`config.mk`:
```
export PLATFORM = sky130hd
export DESIGN_NAME = ysyx_23060278_idu_stage_flat
export DESIGN_NICKNAME = d
export VERILOG_FILES = /design/src/rtl/ysyx_23060278_idu_stage_if.sv /design/src/rtl/ysyx_23060278_idu_stage.sv /design/src/flat_wrapper.sv
export SDC_FILE = /design/constraint.sdc
export NUM_CORES = 1
export LEC_CHECK = 0
export BUFFER_PORTS_ARGS = -buffer_cell sky130_fd_sc_hd__buf_2
export CORE_MARGIN = 2
export CORE_UTILIZATION = 54
export DETAILED_ROUTE_END_ITERATION = 10
export PLACE_DENSITY = 0.95
export SLEW_MARGIN = 30
export SYNTH_ARGS = -nofsm -noshare
export SYNTH_HDL_FRONTEND = slang
export SYNTH_SLANG_ARGS = --single-unit
```
`constraint.sdc`:
```
create_clock -name clk -period 9.9 [get_ports clk]
set_input_delay 0.495 -clock clk [delete_from_list [all_inputs] [get_ports clk]]
set_output_delay 0.495 -clock clk [all_outputs]
set_load 0.005 [all_outputs]
```
`src/rtl/ysyx_23060278_idu_stage_if.sv`:
```
// IDU stage bus: IFU-side handshake, flush, EXU-side handshake and control bundle.
// master = driver of the instruction side (IFU/EXU environment), slave = the IDU stage.
interface ysyx_23060278_idu_stage_if #(
    parameter int XLEN   = 32,
    parameter int REG_AW = 5
);
    logic              in_valid;
    logic              in_ready;
    logic [31:0]       in_inst;
    logic [XLEN-1:0]   in_pc;
    logic              flush;
    logic              out_valid;
    logic              out_ready;
    logic [XLEN-1:0]   out_pc;
    logic [XLEN-1:0]   out_imm;
    logic [REG_AW-1:0] out_rs1;
    logic [REG_AW-1:0] out_rs2;
    logic [REG_AW-1:0] out_rd;
    logic [3:0]        out_aluop;
    logic              out_alusrc_a;
    logic              out_alusrc_b;
    logic              out_regwrite;
    logic [1:0]        out_wbsel;
    logic              out_memread;
    logic              out_memwrite;
    logic [2:0]        out_memsize;
    logic              out_branch;
    logic [2:0]        out_brfunc;
    logic              out_jal;
    logic              out_jalr;
    logic              out_ebreak;
    logic              out_illegal;

    modport master (
        output in_valid, in_inst, in_pc, flush, out_ready,
        input  in_ready, out_valid, out_pc, out_imm,
        input  out_rs1, out_rs2, out_rd, out_aluop,
        input  out_alusrc_a, out_alusrc_b, out_regwrite, out_wbsel,
        input  out_memread, out_memwrite, out_memsize,
        input  out_branch, out_brfunc, out_jal, out_jalr,
        input  out_ebreak, out_illegal
    );

    modport slave (
        input  in_valid, in_inst, in_pc, flush, out_ready,
        output in_ready, out_valid, out_pc, out_imm,
        output out_rs1, out_rs2, out_rd, out_aluop,
        output out_alusrc_a, out_alusrc_b, out_regwrite, out_wbsel,
        output out_memread, out_memwrite, out_memsize,
        output out_branch, out_brfunc, out_jal, out_jalr,
        output out_ebreak, out_illegal
    );
endinterface

```
`src/rtl/ysyx_23060278_idu_stage.sv`:
```
// Registered RV32I/E decode stage between IFU and EXU with valid/ready on both sides.
// Ports: clk, rst (async high), bus (slave modport), perf_decoded (saturating count).
module ysyx_23060278_idu_stage #(
    parameter int XLEN   = 32,
    parameter int REG_AW = 5,
    parameter int CNT_W  = 32
) (
    input  logic                      clk,
    input  logic                      rst,
    ysyx_23060278_idu_stage_if.slave  bus,
    output logic [CNT_W-1:0]          perf_decoded
);
    localparam logic [6:0] OP_LUI   = 7'b0110111;
    localparam logic [6:0] OP_AUIPC = 7'b0010111;
    localparam logic [6:0] OP_JAL   = 7'b1101111;
    localparam logic [6:0] OP_JALR  = 7'b1100111;
    localparam logic [6:0] OP_BR    = 7'b1100011;
    localparam logic [6:0] OP_LD    = 7'b0000011;
    localparam logic [6:0] OP_ST    = 7'b0100011;
    localparam logic [6:0] OP_IMM   = 7'b0010011;
    localparam logic [6:0] OP_REG   = 7'b0110011;
    localparam logic [6:0] OP_SYS   = 7'b1110011;
    localparam logic [6:0] F7_ALT   = 7'b0100000;

    typedef struct packed {
        logic [XLEN-1:0]   pc;
        logic [XLEN-1:0]   imm;
        logic [REG_AW-1:0] rs1;
        logic [REG_AW-1:0] rs2;
        logic [REG_AW-1:0] rd;
        logic [3:0]        aluop;
        logic              alusrc_a;
        logic              alusrc_b;
        logic              regwrite;
        logic [1:0]        wbsel;
        logic              memread;
        logic              memwrite;
        logic [2:0]        memsize;
        logic              branch;
        logic [2:0]        brfunc;
        logic              jal;
        logic              jalr;
        logic              ebreak;
        logic              illegal;
    } bundle_t;

    function automatic logic [3:0] alu_op(input logic [2:0] f3, input logic alt);
        logic [3:0] op;
        case (f3)
            3'b000:  op = alt ? 4'd1 : 4'd0;
            3'b001:  op = 4'd2;
            3'b010:  op = 4'd3;
            3'b011:  op = 4'd4;
            3'b100:  op = 4'd5;
            3'b101:  op = alt ? 4'd7 : 4'd6;
            3'b110:  op = 4'd8;
            default: op = 4'd9;
        endcase
        return op;
    endfunction

    // True when the index cannot be addressed with REG_AW bits (RV32E).
    function automatic logic reg_over(input logic [4:0] idx);
        return (idx >> REG_AW) != 5'd0;
    endfunction

    logic [31:0] inst;
    logic [6:0]  opc;
    logic [2:0]  f3;
    logic [6:0]  f7;
    logic [31:0] imm_i, imm_s, imm_b, imm_u, imm_j;

    assign inst  = bus.in_inst;
    assign opc   = inst[6:0];
    assign f3    = inst[14:12];
    assign f7    = inst[31:25];
    assign imm_i = {{20{inst[31]}}, inst[31:20]};
    assign imm_s = {{20{inst[31]}}, inst[31:25], inst[11:7]};
    assign imm_b = {{19{inst[31]}}, inst[31], inst[7], inst[30:25], inst[11:8], 1'b0};
    assign imm_u = {inst[31:12], 12'd0};
    assign imm_j = {{11{inst[31]}}, inst[31], inst[19:12], inst[20], inst[30:21], 1'b0};

    bundle_t     dec;
    bundle_t     q;
    logic        valid_q;
    logic        accept;
    logic [31:0] imm32;
    logic        use_rs1, use_rs2, use_rd, wclass, bad;

    always_comb begin
        dec     = '0;
        imm32   = '0;
        use_rs1 = 1'b0;
        use_rs2 = 1'b0;
        use_rd  = 1'b0;
        wclass  = 1'b0;
        bad     = 1'b0;
        dec.pc  = bus.in_pc;
        dec.rs1 = inst[15 +: REG_AW];
        dec.rs2 = inst[20 +: REG_AW];
        dec.rd  = inst[7 +: REG_AW];
        unique case (opc)
            OP_LUI: begin
                imm32     = imm_u;
                dec.wbsel = 2'b10;
                use_rd    = 1'b1;
                wclass    = 1'b1;
            end
            OP_AUIPC: begin
                imm32        = imm_u;
                dec.alusrc_a = 1'b1;
                dec.alusrc_b = 1'b1;
                use_rd       = 1'b1;
                wclass       = 1'b1;
            end
            OP_JAL: begin
                imm32        = imm_j;
                dec.alusrc_a = 1'b1;
                dec.alusrc_b = 1'b1;
                dec.wbsel    = 2'b01;
                dec.jal      = 1'b1;
                use_rd       = 1'b1;
                wclass       = 1'b1;
            end
            OP_JALR: begin
                imm32        = imm_i;
                dec.alusrc_b = 1'b1;
                dec.wbsel    = 2'b01;
                dec.jalr     = 1'b1;
                use_rs1      = 1'b1;
                use_rd       = 1'b1;
                wclass       = 1'b1;
                bad          = f3 != 3'b000;
            end
            OP_BR: begin
                imm32      = imm_b;
                dec.branch = 1'b1;
                dec.brfunc = f3;
                use_rs1    = 1'b1;
                use_rs2    = 1'b1;
                bad        = f3[2:1] == 2'b01;
            end
            OP_LD: begin
                imm32        = imm_i;
                dec.alusrc_b = 1'b1;
                dec.memread  = 1'b1;
                dec.memsize  = f3;
                dec.wbsel    = 2'b11;
                use_rs1      = 1'b1;
                use_rd       = 1'b1;
                wclass       = 1'b1;
                bad          = (f3 == 3'b011) || (f3[2:1] == 2'b11);
            end
            OP_ST: begin
                imm32        = imm_s;
                dec.alusrc_b = 1'b1;
                dec.memwrite = 1'b1;
                dec.memsize  = f3;
                use_rs1      = 1'b1;
                use_rs2      = 1'b1;
                bad          = f3 > 3'b010;
            end
            OP_IMM: begin
                imm32        = imm_i;
                dec.alusrc_b = 1'b1;
                dec.aluop    = alu_op(f3, (f3 == 3'b101) && (f7 == F7_ALT));
                use_rs1      = 1'b1;
                use_rd       = 1'b1;
                wclass       = 1'b1;
                // Shift-immediates reuse f7 as an encoding field.
                if (f3 == 3'b001)
                    bad = f7 != 7'd0;
                else if (f3 == 3'b101)
                    bad = (f7 != 7'd0) && (f7 != F7_ALT);
            end
            OP_REG: begin
                dec.aluop = alu_op(f3, f7 == F7_ALT);
                use_rs1   = 1'b1;
                use_rs2   = 1'b1;
                use_rd    = 1'b1;
                wclass    = 1'b1;
                bad       = !((f7 == 7'd0) ||
                              ((f7 == F7_ALT) && ((f3 == 3'b000) || (f3 == 3'b101))));
            end
            OP_SYS: begin
                if (inst == 32'h0010_0073)
                    dec.ebreak = 1'b1;
                else
                    bad = 1'b1;
            end
            default: bad = 1'b1;
        endcase
        if ((use_rs1 && reg_over(inst[19:15])) ||
            (use_rs2 && reg_over(inst[24:20])) ||
            (use_rd  && reg_over(inst[11:7])))
            bad = 1'b1;
        dec.imm      = {XLEN{imm32[31]}};
        dec.imm[31:0] = imm32;
        dec.regwrite = wclass && (inst[11:7] != 5'd0) && !bad;
        dec.illegal  = bad;
        if (bad) begin
            dec.memread  = 1'b0;
            dec.memwrite = 1'b0;
            dec.branch   = 1'b0;
            dec.jal      = 1'b0;
            dec.jalr     = 1'b0;
            dec.ebreak   = 1'b0;
        end
    end

    assign bus.in_ready = !valid_q || bus.out_ready;
    assign accept       = bus.in_valid && bus.in_ready && !bus.flush;

    always_ff @(posedge clk or posedge rst) begin
        if (rst) begin
            valid_q <= 1'b0;
            q       <= '0;
        end else if (bus.flush) begin
            valid_q <= 1'b0;
        end else if (accept) begin
            valid_q <= 1'b1;
            q       <= dec;
        end else if (bus.out_ready) begin
            valid_q <= 1'b0;
        end
    end

    always_ff @(posedge clk or posedge rst) begin
        if (rst)
            perf_decoded <= '0;
        else if (valid_q && bus.out_ready && !(&perf_decoded))
            perf_decoded <= perf_decoded + 1'b1;
    end

    assign bus.out_valid    = valid_q;
    assign bus.out_pc       = q.pc;
    assign bus.out_imm      = q.imm;
    assign bus.out_rs1      = q.rs1;
    assign bus.out_rs2      = q.rs2;
    assign bus.out_rd       = q.rd;
    assign bus.out_aluop    = q.aluop;
    assign bus.out_alusrc_a = q.alusrc_a;
    assign bus.out_alusrc_b = q.alusrc_b;
    assign bus.out_regwrite = q.regwrite;
    assign bus.out_wbsel    = q.wbsel;
    assign bus.out_memread  = q.memread;
    assign bus.out_memwrite = q.memwrite;
    assign bus.out_memsize  = q.memsize;
    assign bus.out_branch   = q.branch;
    assign bus.out_brfunc   = q.brfunc;
    assign bus.out_jal      = q.jal;
    assign bus.out_jalr     = q.jalr;
    assign bus.out_ebreak   = q.ebreak;
    assign bus.out_illegal  = q.illegal;
endmodule

```
`src/flat_wrapper.sv`:
```
// flat-port wrapper written by rule: the top's interface ports become plain ports
module ysyx_23060278_idu_stage_flat 
#(
    parameter int XLEN   = 32,
    parameter int REG_AW = 5,
    parameter int CNT_W  = 32
)
  (clk, rst, perf_decoded, bus_in_valid, bus_in_inst, bus_in_pc, bus_flush, bus_out_ready, bus_in_ready, bus_out_valid, bus_out_pc, bus_out_imm, bus_out_rs1, bus_out_rs2, bus_out_rd, bus_out_aluop, bus_out_alusrc_a, bus_out_alusrc_b, bus_out_regwrite, bus_out_wbsel, bus_out_memread, bus_out_memwrite, bus_out_memsize, bus_out_branch, bus_out_brfunc, bus_out_jal, bus_out_jalr, bus_out_ebreak, bus_out_illegal);
  ysyx_23060278_idu_stage_if #(.XLEN(XLEN), .REG_AW(REG_AW)) bus_i ();
  input  logic clk;
  input  logic rst;
  output logic [CNT_W-1:0] perf_decoded;
  input wire logic [$bits(bus_i.in_valid)-1:0] bus_in_valid;
  input wire logic [$bits(bus_i.in_inst)-1:0] bus_in_inst;
  input wire logic [$bits(bus_i.in_pc)-1:0] bus_in_pc;
  input wire logic [$bits(bus_i.flush)-1:0] bus_flush;
  input wire logic [$bits(bus_i.out_ready)-1:0] bus_out_ready;
  output wire logic [$bits(bus_i.in_ready)-1:0] bus_in_ready;
  output wire logic [$bits(bus_i.out_valid)-1:0] bus_out_valid;
  output wire logic [$bits(bus_i.out_pc)-1:0] bus_out_pc;
  output wire logic [$bits(bus_i.out_imm)-1:0] bus_out_imm;
  output wire logic [$bits(bus_i.out_rs1)-1:0] bus_out_rs1;
  output wire logic [$bits(bus_i.out_rs2)-1:0] bus_out_rs2;
  output wire logic [$bits(bus_i.out_rd)-1:0] bus_out_rd;
  output wire logic [$bits(bus_i.out_aluop)-1:0] bus_out_aluop;
  output wire logic [$bits(bus_i.out_alusrc_a)-1:0] bus_out_alusrc_a;
  output wire logic [$bits(bus_i.out_alusrc_b)-1:0] bus_out_alusrc_b;
  output wire logic [$bits(bus_i.out_regwrite)-1:0] bus_out_regwrite;
  output wire logic [$bits(bus_i.out_wbsel)-1:0] bus_out_wbsel;
  output wire logic [$bits(bus_i.out_memread)-1:0] bus_out_memread;
  output wire logic [$bits(bus_i.out_memwrite)-1:0] bus_out_memwrite;
  output wire logic [$bits(bus_i.out_memsize)-1:0] bus_out_memsize;
  output wire logic [$bits(bus_i.out_branch)-1:0] bus_out_branch;
  output wire logic [$bits(bus_i.out_brfunc)-1:0] bus_out_brfunc;
  output wire logic [$bits(bus_i.out_jal)-1:0] bus_out_jal;
  output wire logic [$bits(bus_i.out_jalr)-1:0] bus_out_jalr;
  output wire logic [$bits(bus_i.out_ebreak)-1:0] bus_out_ebreak;
  output wire logic [$bits(bus_i.out_illegal)-1:0] bus_out_illegal;
  assign bus_i.in_valid = bus_in_valid;
  assign bus_i.in_inst = bus_in_inst;
  assign bus_i.in_pc = bus_in_pc;
  assign bus_i.flush = bus_flush;
  assign bus_i.out_ready = bus_out_ready;
  assign bus_in_ready = bus_i.in_ready;
  assign bus_out_valid = bus_i.out_valid;
  assign bus_out_pc = bus_i.out_pc;
  assign bus_out_imm = bus_i.out_imm;
  assign bus_out_rs1 = bus_i.out_rs1;
  assign bus_out_rs2 = bus_i.out_rs2;
  assign bus_out_rd = bus_i.out_rd;
  assign bus_out_aluop = bus_i.out_aluop;
  assign bus_out_alusrc_a = bus_i.out_alusrc_a;
  assign bus_out_alusrc_b = bus_i.out_alusrc_b;
  assign bus_out_regwrite = bus_i.out_regwrite;
  assign bus_out_wbsel = bus_i.out_wbsel;
  assign bus_out_memread = bus_i.out_memread;
  assign bus_out_memwrite = bus_i.out_memwrite;
  assign bus_out_memsize = bus_i.out_memsize;
  assign bus_out_branch = bus_i.out_branch;
  assign bus_out_brfunc = bus_i.out_brfunc;
  assign bus_out_jal = bus_i.out_jal;
  assign bus_out_jalr = bus_i.out_jalr;
  assign bus_out_ebreak = bus_i.out_ebreak;
  assign bus_out_illegal = bus_i.out_illegal;
  ysyx_23060278_idu_stage #(.XLEN(XLEN), .REG_AW(REG_AW), .CNT_W(CNT_W)) u_core (.clk(clk), .rst(rst), .bus(bus_i), .perf_decoded(perf_decoded));
endmodule
```
==> results.json <==
{
  "vias": 5619,
  "max_freq_mhz": 397,
  "synth_edf_count": 0,
  "rsz0062_at_grt": "false",
  "clock_path_buffers": 2,
  "ios": 204,
  "postRouteAntennaNets": 0,
  "cts_setup_buffers": 0,
  "cts_sinks": 134,
  "routabilityCongestion": 0.964,
  "avgSynthCellArea_sq_um": 9.10,
  "tightest_slew_ps": 865,
  "tns_ps": 0,
  "drt_iter0_drc": 539,
  "fp.dieH_microns": 109,
  "hold_violations": 0,
  "grt_max_degree": 101,
  "post_route_cells_drive_above_1_share_pct": 28.9,
  "max_slew_margin_pct": 42.3,
  "io_buffers": 203,
  "path_class": "flip-flop to flip-flop",
  "maxCapViolations": 0,
  "crit_path_max_fanout": 19,
  "fill_cells": 796,
  "peakVddDrop_mv": 0.0921,
  "synth_fp_nets": 730,
  "nets": 919,
  "ff_latch_area_sq_um": 3350,
  "syn_area_sq_um": 6000,
  "finalClockSkew_ps": 17.0,
  "hpwl_microns": 11300,
  "yosysWarnings": 0,
  "core_region_area_sq_um": 10800,
  "synth_flop_cell": "dfrtp_1",
  "cellPowerDensity_nw_per_um2": 184,
  "yosys.cell_types.count": 56,
  "p_leak_nw": 4.10,
  "num_rows": 38,
  "clkTransAtPathRegs_ps": 70,
  "syn_inst": 660,
  "synth-seq-cells": 134,
  "vias_per_cell": 5.60,
  "wirelength_microns": 16600,
  "antenna_found_initial": 1,
  "ys_async_sr_fraction_pct": 100,
  "cts_buffers": 17,
  "htree_levels": 4,
  "crit_required_ps": 10270,
  "synth_seq_area_share_pct": 55.9,
  "gr-total-overflow": 0,
  "clock-root-buffer": "clkbuf_8",
  "setup_viol": 0,
  "die-area_sq_um": 12000,
  "end_kind": "flip-flop",
  "firstDrtPassIters": 5,
  "slew_violations": 0,
  "hp-class": "primary input to asynchronous set/reset pin",
  "hold_buffers": 0,
  "post-route-period-util_pct": 25.4,
  "multi_input_area_sq_um": 2470,
  "grt_usage_pct": 28.0,
  "cts_tree": "built",
  "grt_pass1_wl_microns": 26100,
  "wl_per_cell_microns": 16.5,
  "ctsResizeCount": 0,
  "initial_utilization_pct": 55.4,
  "finalCriticalPeriod_ps": 2520,
  "clock_latency_ps": 510,
  "remaining_drc_errors": 0,
  "area_growth_pct": 27.9,
  "power_mw": 1.42,
  "grt_pass1_vias": 5358,
  "cp.arrival_ps": 2890,
  "die_w_microns": 109,
  "critPathLaunchType": "flip-flop",
  "ff2ff_path_depth": 5,
  "status": "completed"
}
==> stage by stage <==
step / setup WS, ps / hold slack (ps) / std cells / cell area, sq um / utilization [%]
2_1_floorplan: 5820 / 467 / 660 / 6000 / -
3_3_place_gp: 7420 / 451 / 969 / 7080 / 65.3
3_5_place_dp: 7350 / 457 / 970 / 7110 / 65.6
4_1_cts: 7460 / 30.5 / 1002 / 7670 / 70.8
5_1_grt: 7260 / 48.1 / 1003 / 7680 / 70.9
6_report: 7380 / 26.0 / 1003 / 7680 / 70.9
==> per-layer routing <==
metal	up-vias	track usage (%)	wire, microns
met2	315	45.2	8000
met3	64	6.94	1440
met5	-	0	0
met1	2633	35.6	6490
li1	2607	-	-
met4	0	12.7	617
==> area by class of cell <==
| class | count | area share (%) |
|---|---|---|
| Antenna cell | 1 | 0.0326 |
| Tap cell | 140 | 2.28 |
| Multi-Input combinational cell | 480 | 32.2 |
| Timing Repair Buffer | 208 | 14.0 |
| Sequential cell | 134 | 43.7 |
| Inverter | 8 | 0.456 |
| Clock buffer | 18 | 5.57 |
| Clock inverter | 14 | 1.79 |
==> cells in the final DEF (no fill, tap or decap), types with 7 or more instances in the layout <==
cell type | netlist | final
dfrtp_1 | 134 | 134
a31oi_1 | 11 | 11
nand4_1 | 13 | 13
o21ai_0 | 35 | 34
inv_1 | 8 | 7
xnor2_1 | 10 | 10
xor2_1 | 22 | 22
nand3_1 | 10 | 10
nor4_1 | 9 | 9
clkbuf_16 | 0 | 16
buf_2 | 2 | 203
a21oi_1 | 12 | 12
nor3_1 | 21 | 21
nand2_1 | 227 | 227
nor2_1 | 42 | 42
inv_6 | 0 | 8
==> path summary, 6_finish.rpt <==
kind	slack, ps	endpoint	from
max	7380	u_core.perf_decoded[31]	u_core.perf_decoded[17]
min	30	u_core.bus.out_pc[7]	rst
max reg2reg	7380	u_core.perf_decoded[31]	u_core.perf_decoded[17]
min reg2reg	470	u_core.bus.out_pc[12]	u_core.bus.out_pc[12]
max in group asynchronous	8790	u_core.perf_decoded[2]	rst
min in group clk	180	u_core.bus.out_pc[8]	bus_in_pc[8]
==> registers in the layout, summed over array words and instances (netlist names), 2 cells and up <==
register / flops
u_core.bus.out_pc: 32
u_core.bus.out_rd: 5
u_core.perf_decoded: 32
u_core.bus.out_memsize: 3
u_core.bus.out_rs1: 5
u_core.bus.out_rs2: 5
u_core.bus.out_imm: 32
u_core.bus.out_wbsel: 2
u_core.bus.out_aluop: 4
u_core.bus.out_brfunc: 3
==> critical path: stages (launching register included) <==
cell and delay [ps]:
dfrtp_1 450, nand4_1 250, or3_1 500, o31ai_4 800, nor4_1 190, xor2_1 180
==> synthesized netlist by cell type, types with 4 or more instances <==
master / count / area [sq um]
xor2_1: 22 / 193
nor4_1: 9 / 56.3
inv_1: 8 / 30.0
and2_1: 4 / 25.0
clkbuf_1: 33 / 124
a21oi_1: 12 / 60.1
a22o_1: 4 / 35.0
nand2_1: 227 / 852
o21ai_0: 35 / 175
dfrtp_1: 134 / 3350
a221oi_1: 4 / 35.0
a31oi_1: 11 / 68.8
nor3_1: 21 / 105
o31ai_1: 4 / 30.0
and3_1: 4 / 25.0
nor2_1: 42 / 158
xnor2_1: 10 / 87.6
nand4_1: 13 / 81.3
nand3_1: 10 / 50.1
==> power breakdown <==
part           switching [mW]  internal, mW
Clock                   0.253         0.346
Combinational           0.111        0.0766
Sequential             0.0343         0.595
Total                   0.398          1.02
==> cells by family (layout without fill, tap and decap cells) <==
| group | Yosys count | count (layout) | share of synthesized area, % |
|---|---|---|---|
| AO/OA/AOI/OAI | 90 | 90 | 9.80 |
| XOR/XNOR | 32 | 32 | 4.67 |
| adder cells (fa/ha/maj) | 1 | 1 | 0.208 |
| buffers and inverters | 46 | 248 | 3.04 |
| flip-flops | 134 | 134 | 55.9 |
| multiplexers | 3 | 3 | 0.521 |
| other | 0 | 1 | 0 |
| AND/OR/NAND/NOR | 354 | 354 | 25.9 |
No activity file was read; power rests on OpenSTA's default activity.
